[config.mk]
export PLATFORM = sky130hd
export DESIGN_NAME = usb_tx_serializer
export DESIGN_NICKNAME = d
export VERILOG_FILES = /design/src/rtl/usb_tx_pkg.sv /design/src/rtl/usb_nrzi_encoder.sv /design/src/rtl/usb_tx_serializer.sv
export SDC_FILE = /design/constraint.sdc
export NUM_CORES = 1
export LEC_CHECK = 0
export ABC_CLOCK_PERIOD_IN_PS = 1800
export CAP_MARGIN = 15
export CORE_UTILIZATION = 56
export CTS_CLUSTER_DIAMETER = 50
export CTS_CLUSTER_SIZE = 25
export DETAILED_ROUTE_END_ITERATION = 16
export DONT_BUFFER_PORTS = 1
export GPL_ROUTABILITY_DRIVEN = 0
export PLACE_DENSITY = 0.74
export RECOVER_POWER = 100
export SYNTH_ARGS = -nofsm -noshare
export SYNTH_HDL_FRONTEND = slang
export SYNTH_SLANG_ARGS = --single-unit
[constraint.sdc]
create_clock -name clk -period 1.8 [get_ports clk]
set_input_delay 0.09 -clock clk [delete_from_list [all_inputs] [get_ports clk]]
set_output_delay 0.09 -clock clk [all_outputs]
set_load 0.01 [all_outputs]
[src/rtl/usb_tx_pkg.sv]
// Shared types and line-state constants for the USB transmit serializer.
package usb_tx_pkg;

    typedef enum logic [1:0] {
        StIdle,
        StShift,
        StEopSe0,
        StEopJ
    } tx_state_t;

    // Bus symbols as {d_plus, d_minus}
    localparam logic [1:0] LINE_J   = 2'b10;
    localparam logic [1:0] LINE_K   = 2'b01;
    localparam logic [1:0] LINE_SE0 = 2'b00;

    localparam int unsigned STUFF_LEN_DEFAULT = 6;

endpackage

[src/rtl/usb_nrzi_encoder.sv]
// NRZI line encoder: holds the current bus level and drives D+/D-.
module usb_nrzi_encoder
    import usb_tx_pkg::*;
(
    input  logic clk,
    input  logic rst,
    input  logic bit_val_i,
    input  logic bit_en_i,
    input  logic force_se0_i,
    input  logic force_j_i,
    output logic d_plus_o,
    output logic d_minus_o
);

    logic [1:0] line_q, line_d;

    always_comb begin
        line_d = line_q;
        if (force_se0_i) begin
            line_d = LINE_SE0;
        end else if (force_j_i) begin
            line_d = LINE_J;
        end else if (bit_en_i && !bit_val_i) begin
            line_d = (line_q == LINE_J) ? LINE_K : LINE_J;
        end
    end

    always_ff @(posedge clk or posedge rst) begin
        if (rst) begin
            line_q <= LINE_J;
        end else begin
            line_q <= line_d;
        end
    end

    assign d_plus_o  = line_q[1];
    assign d_minus_o = line_q[0];

endmodule

[src/rtl/usb_tx_serializer.sv]
// USB transmit serializer: one-entry holding register, LSB-first shifter with bit
// stuffing, NRZI encoding and EOP generation, paced by shift_strobe_i.
module usb_tx_serializer
    import usb_tx_pkg::*;
#(
    parameter int unsigned DATA_BITS    = 8,
    parameter int unsigned STUFF_LEN    = STUFF_LEN_DEFAULT,
    parameter int unsigned EOP_SE0_BITS = 2
) (
    input  logic                 clk,
    input  logic                 rst,
    input  logic                 shift_strobe_i,
    input  logic [DATA_BITS-1:0] tx_data_i,
    input  logic                 tx_valid_i,
    input  logic                 tx_last_i,
    output logic                 tx_ready_o,
    output logic                 d_plus_o,
    output logic                 d_minus_o,
    output logic                 busy_o,
    output logic                 tx_err_o
);

    localparam int unsigned IdxW  = $clog2(DATA_BITS + 1);
    localparam int unsigned OnesW = $clog2(STUFF_LEN + 1);
    localparam int unsigned Se0W  = $clog2(EOP_SE0_BITS + 1);
    localparam logic [IdxW-1:0]  IdxEnd   = IdxW'(DATA_BITS);
    localparam logic [OnesW-1:0] OnesMax  = OnesW'(STUFF_LEN);
    localparam logic [Se0W-1:0]  Se0Max   = Se0W'(EOP_SE0_BITS);

    tx_state_t            state_q, state_d;
    logic                 hold_full_q, hold_full_d;
    logic [DATA_BITS-1:0] hold_data_q, hold_data_d;
    logic                 hold_last_q, hold_last_d;
    logic                 last_seen_q, last_seen_d;
    logic [DATA_BITS-1:0] shift_q, shift_d;
    logic                 cur_last_q, cur_last_d;
    logic [IdxW-1:0]      bit_idx_q, bit_idx_d;
    logic [OnesW-1:0]     ones_q, ones_d;
    logic [Se0W-1:0]      se0_cnt_q, se0_cnt_d;
    logic                 err_q, err_d;

    logic load, send_next, bit_en, bit_val, force_se0, force_j;

    // Once the final byte is taken, no more bytes until the packet has fully ended
    assign tx_ready_o = !hold_full_q && !last_seen_q;
    assign busy_o     = (state_q != StIdle);
    assign tx_err_o   = err_q;

    always_comb begin
        state_d     = state_q;
        hold_full_d = hold_full_q;
        hold_data_d = hold_data_q;
        hold_last_d = hold_last_q;
        last_seen_d = last_seen_q;
        shift_d     = shift_q;
        cur_last_d  = cur_last_q;
        bit_idx_d   = bit_idx_q;
        ones_d      = ones_q;
        se0_cnt_d   = se0_cnt_q;
        err_d       = 1'b0;
        load        = 1'b0;
        send_next   = 1'b0;
        bit_en      = 1'b0;
        bit_val     = 1'b0;
        force_se0   = 1'b0;
        force_j     = 1'b0;

        if (tx_valid_i && tx_ready_o) begin
            hold_full_d = 1'b1;
            hold_data_d = tx_data_i;
            hold_last_d = tx_last_i;
            last_seen_d = tx_last_i;
        end

        if (shift_strobe_i) begin
            unique case (state_q)
                StIdle: load = hold_full_q;
                StShift: begin
                    // A pending stuff always goes out before the byte boundary
                    if (ones_q == OnesMax) begin
                        bit_en = 1'b1;
                        ones_d = '0;
                    end else if (bit_idx_q == IdxEnd) begin
                        if (!cur_last_q && hold_full_q) begin
                            load = 1'b1;
                        end else begin
                            err_d     = !cur_last_q;
                            force_se0 = 1'b1;
                            se0_cnt_d = Se0W'(1);
                            state_d   = StEopSe0;
                        end
                    end else begin
                        send_next = 1'b1;
                    end
                end
                StEopSe0: begin
                    if (se0_cnt_q == Se0Max) begin
                        force_j = 1'b1;
                        state_d = StEopJ;
                    end else begin
                        force_se0 = 1'b1;
                        se0_cnt_d = se0_cnt_q + 1'b1;
                    end
                end
                StEopJ: begin
                    force_j     = 1'b1;
                    state_d     = StIdle;
                    bit_idx_d   = '0;
                    ones_d      = '0;
                    se0_cnt_d   = '0;
                    last_seen_d = 1'b0;
                end
                default: state_d = StIdle;
            endcase
        end

        if (load) begin
            bit_val     = hold_data_q[0];
            shift_d     = hold_data_q >> 1;
            cur_last_d  = hold_last_q;
            hold_full_d = 1'b0;
            bit_idx_d   = IdxW'(1);
            state_d     = StShift;
        end else if (send_next) begin
            bit_val   = shift_q[0];
            shift_d   = shift_q >> 1;
            bit_idx_d = bit_idx_q + 1'b1;
        end

        if (load || send_next) begin
            bit_en = 1'b1;
            ones_d = bit_val ? ones_q + 1'b1 : '0;
        end
    end

    always_ff @(posedge clk or posedge rst) begin
        if (rst) begin
            state_q     <= StIdle;
            hold_full_q <= 1'b0;
            hold_data_q <= '0;
            hold_last_q <= 1'b0;
            last_seen_q <= 1'b0;
            shift_q     <= '0;
            cur_last_q  <= 1'b0;
            bit_idx_q   <= '0;
            ones_q      <= '0;
            se0_cnt_q   <= '0;
            err_q       <= 1'b0;
        end else begin
            state_q     <= state_d;
            hold_full_q <= hold_full_d;
            hold_data_q <= hold_data_d;
            hold_last_q <= hold_last_d;
            last_seen_q <= last_seen_d;
            shift_q     <= shift_d;
            cur_last_q  <= cur_last_d;
            bit_idx_q   <= bit_idx_d;
            ones_q      <= ones_d;
            se0_cnt_q   <= se0_cnt_d;
            err_q       <= err_d;
        end
    end

    usb_nrzi_encoder u_nrzi (
        .clk         (clk),
        .rst         (rst),
        .bit_val_i   (bit_val),
        .bit_en_i    (bit_en),
        .force_se0_i (force_se0),
        .force_j_i   (force_j),
        .d_plus_o    (d_plus_o),
        .d_minus_o   (d_minus_o)
    );

endmodule

==> impl_metrics.tcl, run 1 <==
set metrics [dict create \
    status "finished with violations" \
    failing_checks "negative setup slack" \
    netSwitchingPower_mw 1.229 \
    synth.top_cells.by_area "dfrtp_1 (45%), ha_1 (6.4%), mux2_2 (5.7%)" \
    leakagePower_nw 0.9919 \
    postSynthNetCount 198 \
    grt_setup_unrepaired "true" \
    ioPinCount 18 \
    report.final.hold_viol_count 0 \
    grt_total_usage_pct 25.38 \
    cts_tree "built" \
    port-buffer-count 0 \
    route.final.wire_length_mm 3.880 \
    initial_core_util_pct 58.51 \
    via_count_of_the_first_global_routing_pass 1441 \
    synth-seq-cells 33 \
    metal2_wl_mm 2.177 \
    finished_core_util_pct 71.57 \
    final_common_cell "dfrtp_1" \
    die_y_um 58.25 \
    initial_antenna_violation_count 0 \
    dp.cells 228 \
    drt_first_iter_violations 56 \
    worstSkewPairLatency_ns 0.34 \
    max_cap_violations 0 \
    worst_clock_skew_ns 0.003727 \
    pwr-share-clk_pct 14.9 \
    global_route_wire_length_before_repair_mm 6.279 \
    timing.final.crit_share_pct 100.3 \
    drive_gt1_share_pct 26.57 \
    vdd_drop_max_mv 1.083 \
    grt_max_degree 34 \
    synth-warning-count 0 \
    fin_max_slew_vios 0 \
    synth.yosys.seq_area_share_pct 46.68 \
    grt_overflow_total 0 \
    netlist.area_leader.share_pct 45.20 \
    number_of_enable_flip_flop_cells_after_synthesis 0 \
    total_power_mw 3.233 \
    postSynth.topFlopCell "dfrtp_1" \
    combinationalPowerShare_pct 44.9 \
    layout.cells.non_filler 251 \
    layout.cell_area.non_filler_mm2 0.002167 \
    clock_tree.htree_level_count 2 \
    p_int_mw 2.003 \
    synth.lib_cells_used.distinct 44 \
    half_perimeter_wire_length_of_the_detailed_placement_result_mm 2.648 \
    setup_viol 1 \
    setup.worst_path.end_class "flop" \
    seq_power_share_pct 40.2 \
    synthesis.area_mm2 0.001772 \
    post-route-drc-count 0 \
    timing.hold.worst_path_depth 3 \
    layout_common_cells "dfrtp_1 (32), nand2_1 (19), buf_4 (14)" \
    pwr_density_cell_mw_per_mm2 1492 \
    period_needed_ns 1.805 \
    cts_num_sinks 33 \
    std_cell_rows 20 \
    topRoutingLayerUsed "met4" \
    met3WireLength_um 157 \
    worst_slew_pin_slew_ns 0.7923 \
    design.final.nets 228 \
    fmax_mhz 554.1 \
    worst_setup_path_start_kind "flop" \
    root_buffer "clkbuf_4" \
    routed-via-count 1437 \
    worst_ep_arrival_time_ns 2.08 \
    synth_area_leader_cell "dfrtp_1" \
    crit_path_max_fo 7 \
    setup_slack_ns -0.004771 \
    timing_worst_setup_path_type "reg -> reg" \
    synthToLayoutAreaGrowth_pct 22.32 \
    n_fill_cell 227 \
    post_drt_wl_per_cell_um 15.46 \
    maxSlewHeadroom_pct 47.18 \
    drt-pass1-iter-count 4 \
    synth-async-reset-ratio_pct 100.0 \
    p_sw_share_pct 38.03 \
    cts_inserted_buffers 5 \
    cts-root-to-sink-buffers 2 \
    clk_transition_reported_paths_ns 0.10 \
    ant_nets 0 \
    total_die_area_mm2 0.003392 \
    route.detailed.vias_per_inst 5.725 \
    synthesis.instances 176 \
    wl_met1_mm 1.492 \
    standard_cell_area_after_detailed_placement_mm2 0.001911 \
    antenna_cells 0 \
    core_area_mm2 0.003028 \
    worst-endpoint-required_ns 2.07 \
    synth.avg_cell_area_um2 10.07 \
    rr_worst_depth 6 \
    hold_class "in -> reg" \
    fp.dieW_um 58.25 \
]
-- critical path, cell delays in order, from the launching register on --
cell	delay (ns)
dfrtp_1	0.45
inv_1	0.11
ha_1	0.25
a41o_4	0.28
and3_4	0.17
or3b_1	0.34
a22oi_1	0.15
-- Yosys cell counts, types with 3 or more instances --
cell type and n:
dfrtp_1 32, nand2_1 20, o21ai_0 15, inv_1 13, nor2_1 11, a21oi_1 10
ha_1 9, mux2_2 9, mux2i_1 6, clkbuf_1 5, and2_1 3, nand2b_1 3
nand3_1 3, o22ai_1 3
-- registers in the layout (all words and copies together) (netlist names) --
register	count
state_q	2
se0_cnt_q	2
ones_q	3
shift_q	7
bit_idx_q	4
hold_data_q	8
last_seen_q	1
u_nrzi.line_q	2
hold_last_q	1
cur_last_q	1
hold_full_q	1
tx_err_o	1
-- kinds of logic (layout without fill, tap and decap cells) --
kind of cell | count (synthesis) | count (layout) | share of synthesized area [%]
AND/OR/NAND/NOR | 55 | 55 | 16.17
AO/OA/AOI/OAI | 44 | 44 | 16.74
flip-flops | 33 | 33 | 46.68
buffers and inverters | 19 | 50 | 4.449
multiplexers | 15 | 15 | 9.110
adder cells (fa/ha/maj) | 9 | 9 | 6.356
XOR/XNOR | 1 | 1 | 0.4944
-- routing by layer --
metal  vias up  global-route usage, %
met5         -                      0
met4         0                  9.184
met3         6                  7.813
met2        31                  47.78
met1       727                  26.24
li1        673                      -
-- final timing paths --
path	start	endpoint	slack [ns]
setup / recovery	state_q[0]	u_nrzi.line_q[0]	-0.005
hold / removal	shift_strobe_i	u_nrzi.line_q[1]	0.02
setup reg to reg	state_q[0]	u_nrzi.line_q[0]	-0.005
hold reg to reg	cur_last_q	tx_err_o	0.44
max in group asynchronous	rst	shift_q[1]	0.88
min in group asynchronous	rst	tx_err_o	0.43
-- through the flow --
stage | hold WS [ns] | TNS, ns | setup WS (ns)
2_1_floorplan | 0.2182 | -0.02351 | -0.02351
3_3_place_gp | 0.08829 | 0 | 0.06237
3_5_place_dp | 0.09036 | 0 | 0.01251
4_1_cts | 0.01646 | 0 | 0.004126
5_1_grt | 0.01560 | -0.2766 | -0.07931
6_report | 0.02323 | -0.004771 | -0.004771
-- area by class of cell --
type	count	area (um2)	share of cell area [%]
clock buffer	7	65.06	3.002
clock inverter	1	5.005	0.2309
inverter	13	48.80	2.252
multi-input combinational	124	927.1	42.78
sequential	33	827.0	38.16
tap	44	55.05	2.540
timing repair buffer	29	239.0	11.03
-- power by group through the flow --
stage / sequential (mW) / clock, mW / combinational (mW)
2_1_floorplan: 1.26 / 0 / 1.01
3_3_place_gp: 1.29 / 0 / 1.28
5_1_grt: 1.34 / 0.523 / 1.62
6_report: 1.30 / 0.483 / 1.45
3_5_place_dp: 1.31 / 0 / 1.35
4_1_cts: 1.29 / 0.488 / 1.38
-- repair_timing --
item                                   4_1_cts  5_1_grt
hold buffers                                11        0
setup buffers                                0        4
pin swaps                                    0        1
setup endpoints to repair                    1       12
resized for setup                            1       13
endpoints found under the hold margin       47        0
Note: power is estimated with default switching activity, not from simulation.
==> inputs of run 2 (changes only) <==
REMOVE_ABC_BUFFERS = 1   (was unset)
==> impl_metrics.tcl, run 2 (synthesis results as in run 1) <==
set metrics [dict create \
    status "completed" \
    hold_path_end "u_nrzi.line_q[1]" \
    design.final.nets 230 \
    cts_inserted_buffers 5 \
    routed-via-count 1435 \
    clock_tree.htree_level_count 2 \
    crit_path_max_fo 4 \
    grt_use_met3_pct 6.027 \
    regToRegEndpoint "u_nrzi.line_q[0]" \
    standard_cell_area_after_detailed_placement_mm2 0.001917 \
    port-buffer-count 0 \
    initial_core_util_pct 58.51 \
    antenna_cells 0 \
    hold_class "in -> reg" \
    cts-root-to-sink-buffers 2 \
    setup_slack_ns 0.01460 \
    die_y_um 58.25 \
    synthToLayoutAreaGrowth_pct 22.39 \
    grt_total_usage_pct 24.76 \
    route.detailed.vias_per_inst 5.672 \
    post_drt_wl_per_cell_um 15.32 \
    drt-pass1-iter-count 4 \
    ioPinCount 18 \
    fin_max_slew_vios 0 \
    total_die_area_mm2 0.003392 \
    maxSlewHeadroom_pct 46.56 \
    drt_first_iter_violations 37 \
    root_buffer "clkbuf_4" \
    worst_ep_arrival_time_ns 2.05 \
    rr_worst_depth 8 \
    cts_num_sinks 33 \
    period_needed_ns 1.785 \
    setup.worst_path.end_class "flop" \
    groute.layer.met1.usage_pct 28.91 \
    worstSkewPairLatency_ns 0.34 \
    half_perimeter_wire_length_of_the_detailed_placement_result_mm 2.543 \
    pre_cts_ws_ns -0.02998 \
    worst_clock_skew_ns 0.01382 \
    core_area_mm2 0.003028 \
    ant_nets 0 \
    worst_slew_pin_slew_ns 0.8015 \
    top_usage_layer "met2" \
    fmax_mhz 560.1 \
    initial_antenna_violation_count 0 \
    timing.final.crit_share_pct 99.19 \
    largestRegisters "hold_data_q: 8 flops, shift_q: 7 flops, bit_idx_q: 4 flops" \
    via_count_of_the_first_global_routing_pass 1371 \
    drive_gt1_share_pct 27.27 \
    timing.hold.worst_path_depth 3 \
    layout_common_cells "dfrtp_1 (32), nand2_1 (19), buf_4 (15)" \
    layout.cell_area.non_filler_mm2 0.002168 \
    max_cap_violations 0 \
    worst_r2r_startpoint "ones_q[0]" \
    route.final.wire_length_mm 3.875 \
    largest_reg_flops 8 \
    global_route_wire_length_before_repair_mm 6.168 \
    timing_worst_setup_path_type "reg -> reg" \
    vdd_drop_max_mv 0.9651 \
    grt_overflow_total 0 \
    leakagePower_nw 0.9817 \
    post-route-drc-count 0 \
    setup_viol 0 \
    fp.dieW_um 58.25 \
    grt_setup_unrepaired "true" \
    holdCritStartpoint "shift_strobe_i" \
    worst-endpoint-required_ns 2.07 \
    cts_tree "built" \
    total_power_mw 3.202 \
    reg2reg_slack_ns 0.01 \
    setup_tns_ns 0 \
    final_common_cell "dfrtp_1" \
    std_cell_rows 20 \
    clk_transition_reported_paths_ns 0.11 \
    pwr_density_cell_mw_per_mm2 1477 \
    worst_setup_path_start_kind "flop" \
    met2_usage_pct 43.68 \
    largest-register "hold_data_q" \
    grt_max_degree 34 \
    report.final.hold_viol_count 0 \
]
## run 2: cell count changes in the layout (fill, tap and decap cells not counted), sizes merged
cell,change
clkinv,+1
clkbuf,-1
buf,+2
## run 2: worst max path at each step
stage            startpoint               end  slack (ns)  depth (start not counted)
3_3_place_gp   bit_idx_q[0]  u_nrzi.line_q[0]        0.02                          7
2_1_floorplan  bit_idx_q[0]  u_nrzi.line_q[0]       -0.05                          7
3_5_place_dp   bit_idx_q[0]  u_nrzi.line_q[0]       -0.03                          7
5_1_grt           ones_q[0]  u_nrzi.line_q[0]       -0.07                          8
6_report          ones_q[0]  u_nrzi.line_q[0]        0.01                          8
4_1_cts           ones_q[0]  u_nrzi.line_q[0]        0.01                          7
## run 2: critical path, cell delays in order, from the launching register on
cell,delay [ns]
dfrtp_1,0.40
inv_1,0.07
ha_2,0.20
nand2_2,0.06
buf_4,0.15
a21boi_0,0.15
a2bb2oi_2,0.18
or3b_1,0.35
a22oi_1,0.15
## run 2: metrics by stage
step	hold slack (ns)	cells	util, %
2_1_floorplan	0.1757	170	-
3_3_place_gp	0.08851	230	63.31
3_5_place_dp	0.09377	230	63.31
4_1_cts	0.007831	250	69.05
5_1_grt	0.03079	253	71.61
6_report	0.02455	253	71.61
## run 2: timing repair
action | 4_1_cts | 5_1_grt
setup endpoints to repair | 4 | 18
hold endpoints to repair | 46 | 0
hold buffers | 11 | 0
pin swaps | 1 | 4
setup buffers | 1 | 3
resized for setup | 1 | 18
## run 2: area by class of cell
cell class | instances | area, um2
Clock inverter | 2 | 10.01
Inverter | 13 | 48.80
Tap cell | 44 | 55.05
Multi-Input combinational cell | 124 | 928.4
Sequential cell | 33 | 827.0
Clock buffer | 6 | 41.29
Timing Repair Buffer | 31 | 257.7
Fill cell | 235 | 859.6
## run 2: routing by layer
metal,share of wire [%],wire (um)
met2,54,2082
met5,0,0
met3,3.5,134
met4,1.7,64
met1,41,1594
## run 2: power by group
group | leakage (nW) | internal [mW] | switching [mW]
combinational | 0.539 | 0.742 | 0.768
clock | 0.0320 | 0.149 | 0.258
sequential | 0.411 | 1.07 | 0.216
==> inputs of run 3 (changes only) <==
ABC_CLOCK_PERIOD_IN_PS = 2009   (was 1800)
CORE_UTILIZATION = 62   (was 56)
PLACE_DENSITY = 0.78   (was 0.74)
clock period = 2.01 ns   (was 1.8 ns; I/O delays follow)
==> impl_metrics.tcl, run 3 (synthesis results as in run 1) <==
set metrics [dict create \
    status "completed" \
    grt_setup_unrepaired "false" \
    hold_class "in -> reg" \
    critical_path.max_stage_delay_ns 0.42 \
    max_cap_violations 0 \
    leakagePower_nw 0.9246 \
    setup_tns_ns 0 \
    met2_usage_pct 41.65 \
    core_area_mm2 0.002734 \
    groute.layer.met1.usage_pct 34.13 \
    pwr_density_cell_mw_per_mm2 1334 \
    drt-pass1-iter-count 4 \
    final_common_cell "dfrtp_1" \
    grt_total_usage_pct 25.73 \
    die_y_um 55.46 \
    cpLargestDelayFamily "compound AO/OA/AOI/OAI gates" \
    route.final.wire_length_mm 3.537 \
    ant_nets 0 \
    total_die_area_mm2 0.003075 \
    top_usage_layer "met2" \
    half_perimeter_wire_length_of_the_detailed_placement_result_mm 2.435 \
    reg2reg_slack_ns 0.09 \
    ioPinCount 18 \
    post_drt_wl_per_cell_um 15.45 \
    period_needed_ns 1.922 \
    worst_r2r_startpoint "bit_idx_q[1]" \
    cts_inserted_buffers 5 \
    std_cell_rows 19 \
    largest-register "hold_data_q" \
    vdd_drop_max_mv 1.098 \
    cp_cell_sequence "inv_1 > ha_2 > nand3b_1 > a221oi_2 > o21ai_1 > or3_1 > a22o_1" \
    clk_transition_reported_paths_ns 0.09 \
    worst_setup_path_start_kind "flop" \
    slowest_stage_cell_crit_path "dfrtp_1" \
    hold-worst-slack_ns 0.03598 \
    worst-endpoint-required_ns 2.22 \
    post-route-drc-count 0 \
    worstSkewPairLatency_ns 0.33 \
    finished_core_util_pct 74.28 \
    largest_reg_flops 8 \
    drive_gt1_share_pct 19.19 \
    setup_slack_ns 0.08762 \
    fin_max_slew_vios 0 \
    timing.hold.worst_path_depth 2 \
    initial_core_util_pct 64.81 \
    grt_overflow_total 0 \
    timing_worst_setup_path_type "reg -> reg" \
    grt_use_met3_pct 7.260 \
    maxSlewHeadroom_pct 46.73 \
    largestRegisters "hold_data_q: 8 flops, shift_q: 7 flops, bit_idx_q: 4 flops" \
    worst_ep_arrival_time_ns 2.13 \
    routed-via-count 1387 \
    via_count_of_the_first_global_routing_pass 1390 \
    fmax_mhz 520.2 \
    route.detailed.vias_per_inst 6.057 \
    dp.cells 208 \
    timing.final.crit_share_pct 95.64 \
    cts_num_sinks 33 \
    worst-path-buf-inv 1 \
    worst_slew_pin_slew_ns 0.7990 \
    setup_viol 0 \
    setup.worst_path.end_class "flop" \
    pre_cts_ws_ns 0.03426 \
    layout.cells.non_filler 229 \
    hold_path_end "ones_q[0]" \
    grt_max_degree 34 \
    regToRegEndpoint "se0_cnt_q[0]" \
    worst_clock_skew_ns 0.01268 \
    holdCritStartpoint "shift_strobe_i" \
    clock_tree.htree_level_count 2 \
    root_buffer "clkbuf_4" \
    design.final.nets 220 \
    cts_tree "built" \
    cts-root-to-sink-buffers 2 \
    antenna_cells 0 \
    crit_path_max_fo 4 \
    rr_worst_depth 7 \
    initial_antenna_violation_count 0 \
    fp.dieW_um 55.46 \
    synthToLayoutAreaGrowth_pct 14.62 \
    layout_common_cells "dfrtp_1 (32), nand2_1 (19), o21ai_0 (15)" \
    drt_first_iter_violations 47 \
    port-buffer-count 0 \
    global_route_wire_length_before_repair_mm 6.106 \
    report.final.hold_viol_count 0 \
]
-- run 3: cell count changes in the layout (fill, tap and decap cells not counted), moves of 2 or more --
cell      change
buf_4         -7
buf_6         -2
clkbuf_1      -2
clkinv_2      -2
nor3b_1       +2
o21ai_0       +2
-- run 3: layout make-up --
class / instances / area [um2]
multi-input cells: 124 / 878.3
flip-flops and latches: 33 / 827.0
fillers: 192 / 703.2
repair buffers: 21 / 178.9
clock buffers: 6 / 51.30
inverters: 13 / 48.80
well taps: 31 / 38.79
clock inverters: 1 / 7.507
-- run 3: layer usage --
metal / routed length (um) / share of wire [%]
met1: 1600 / 45
met2: 1773 / 50
met3: 139 / 3.9
met4: 23 / 0.65
met5: 0 / 0
-- run 3: timing repair --
action / CTS / global route
gates resized for setup: 0 / 5
pin swaps: 0 / 3
hold buffers: 11 / 0
setup endpoints to repair: 1 / 4
endpoints found under the hold margin: 46 / 0
setup buffers: 1 / 2
-- run 3: power breakdown --
group	internal, mW	switching, mW
combinational	0.556	0.603
sequential	0.955	0.215
clock	0.164	0.216
-- run 3: through the flow --
step                cell area (um2)  power, mW
floorplan                      1742      1.987
global placement               1833      2.195
detailed placement             1833      2.283
CTS                            2009      2.699
global route                   2031      2.900
finish                         2031      2.709
-- run 3: worst max-delay path by stage --
| stage | startpoint | endpoint | slack (ns) | cells past startpoint |
|---|---|---|---|---|
| floorplan | bit_idx_q[0] | u_nrzi.line_q[0] | 0.16 | 7 |
| global placement | bit_idx_q[0] | u_nrzi.line_q[0] | 0.12 | 7 |
| detailed placement | bit_idx_q[0] | u_nrzi.line_q[0] | 0.03 | 7 |
| CTS | bit_idx_q[1] | u_nrzi.line_q[0] | 0.02 | 7 |
| global route | bit_idx_q[1] | se0_cnt_q[1] | 0.003 | 7 |
| finish | bit_idx_q[1] | se0_cnt_q[0] | 0.09 | 7 |
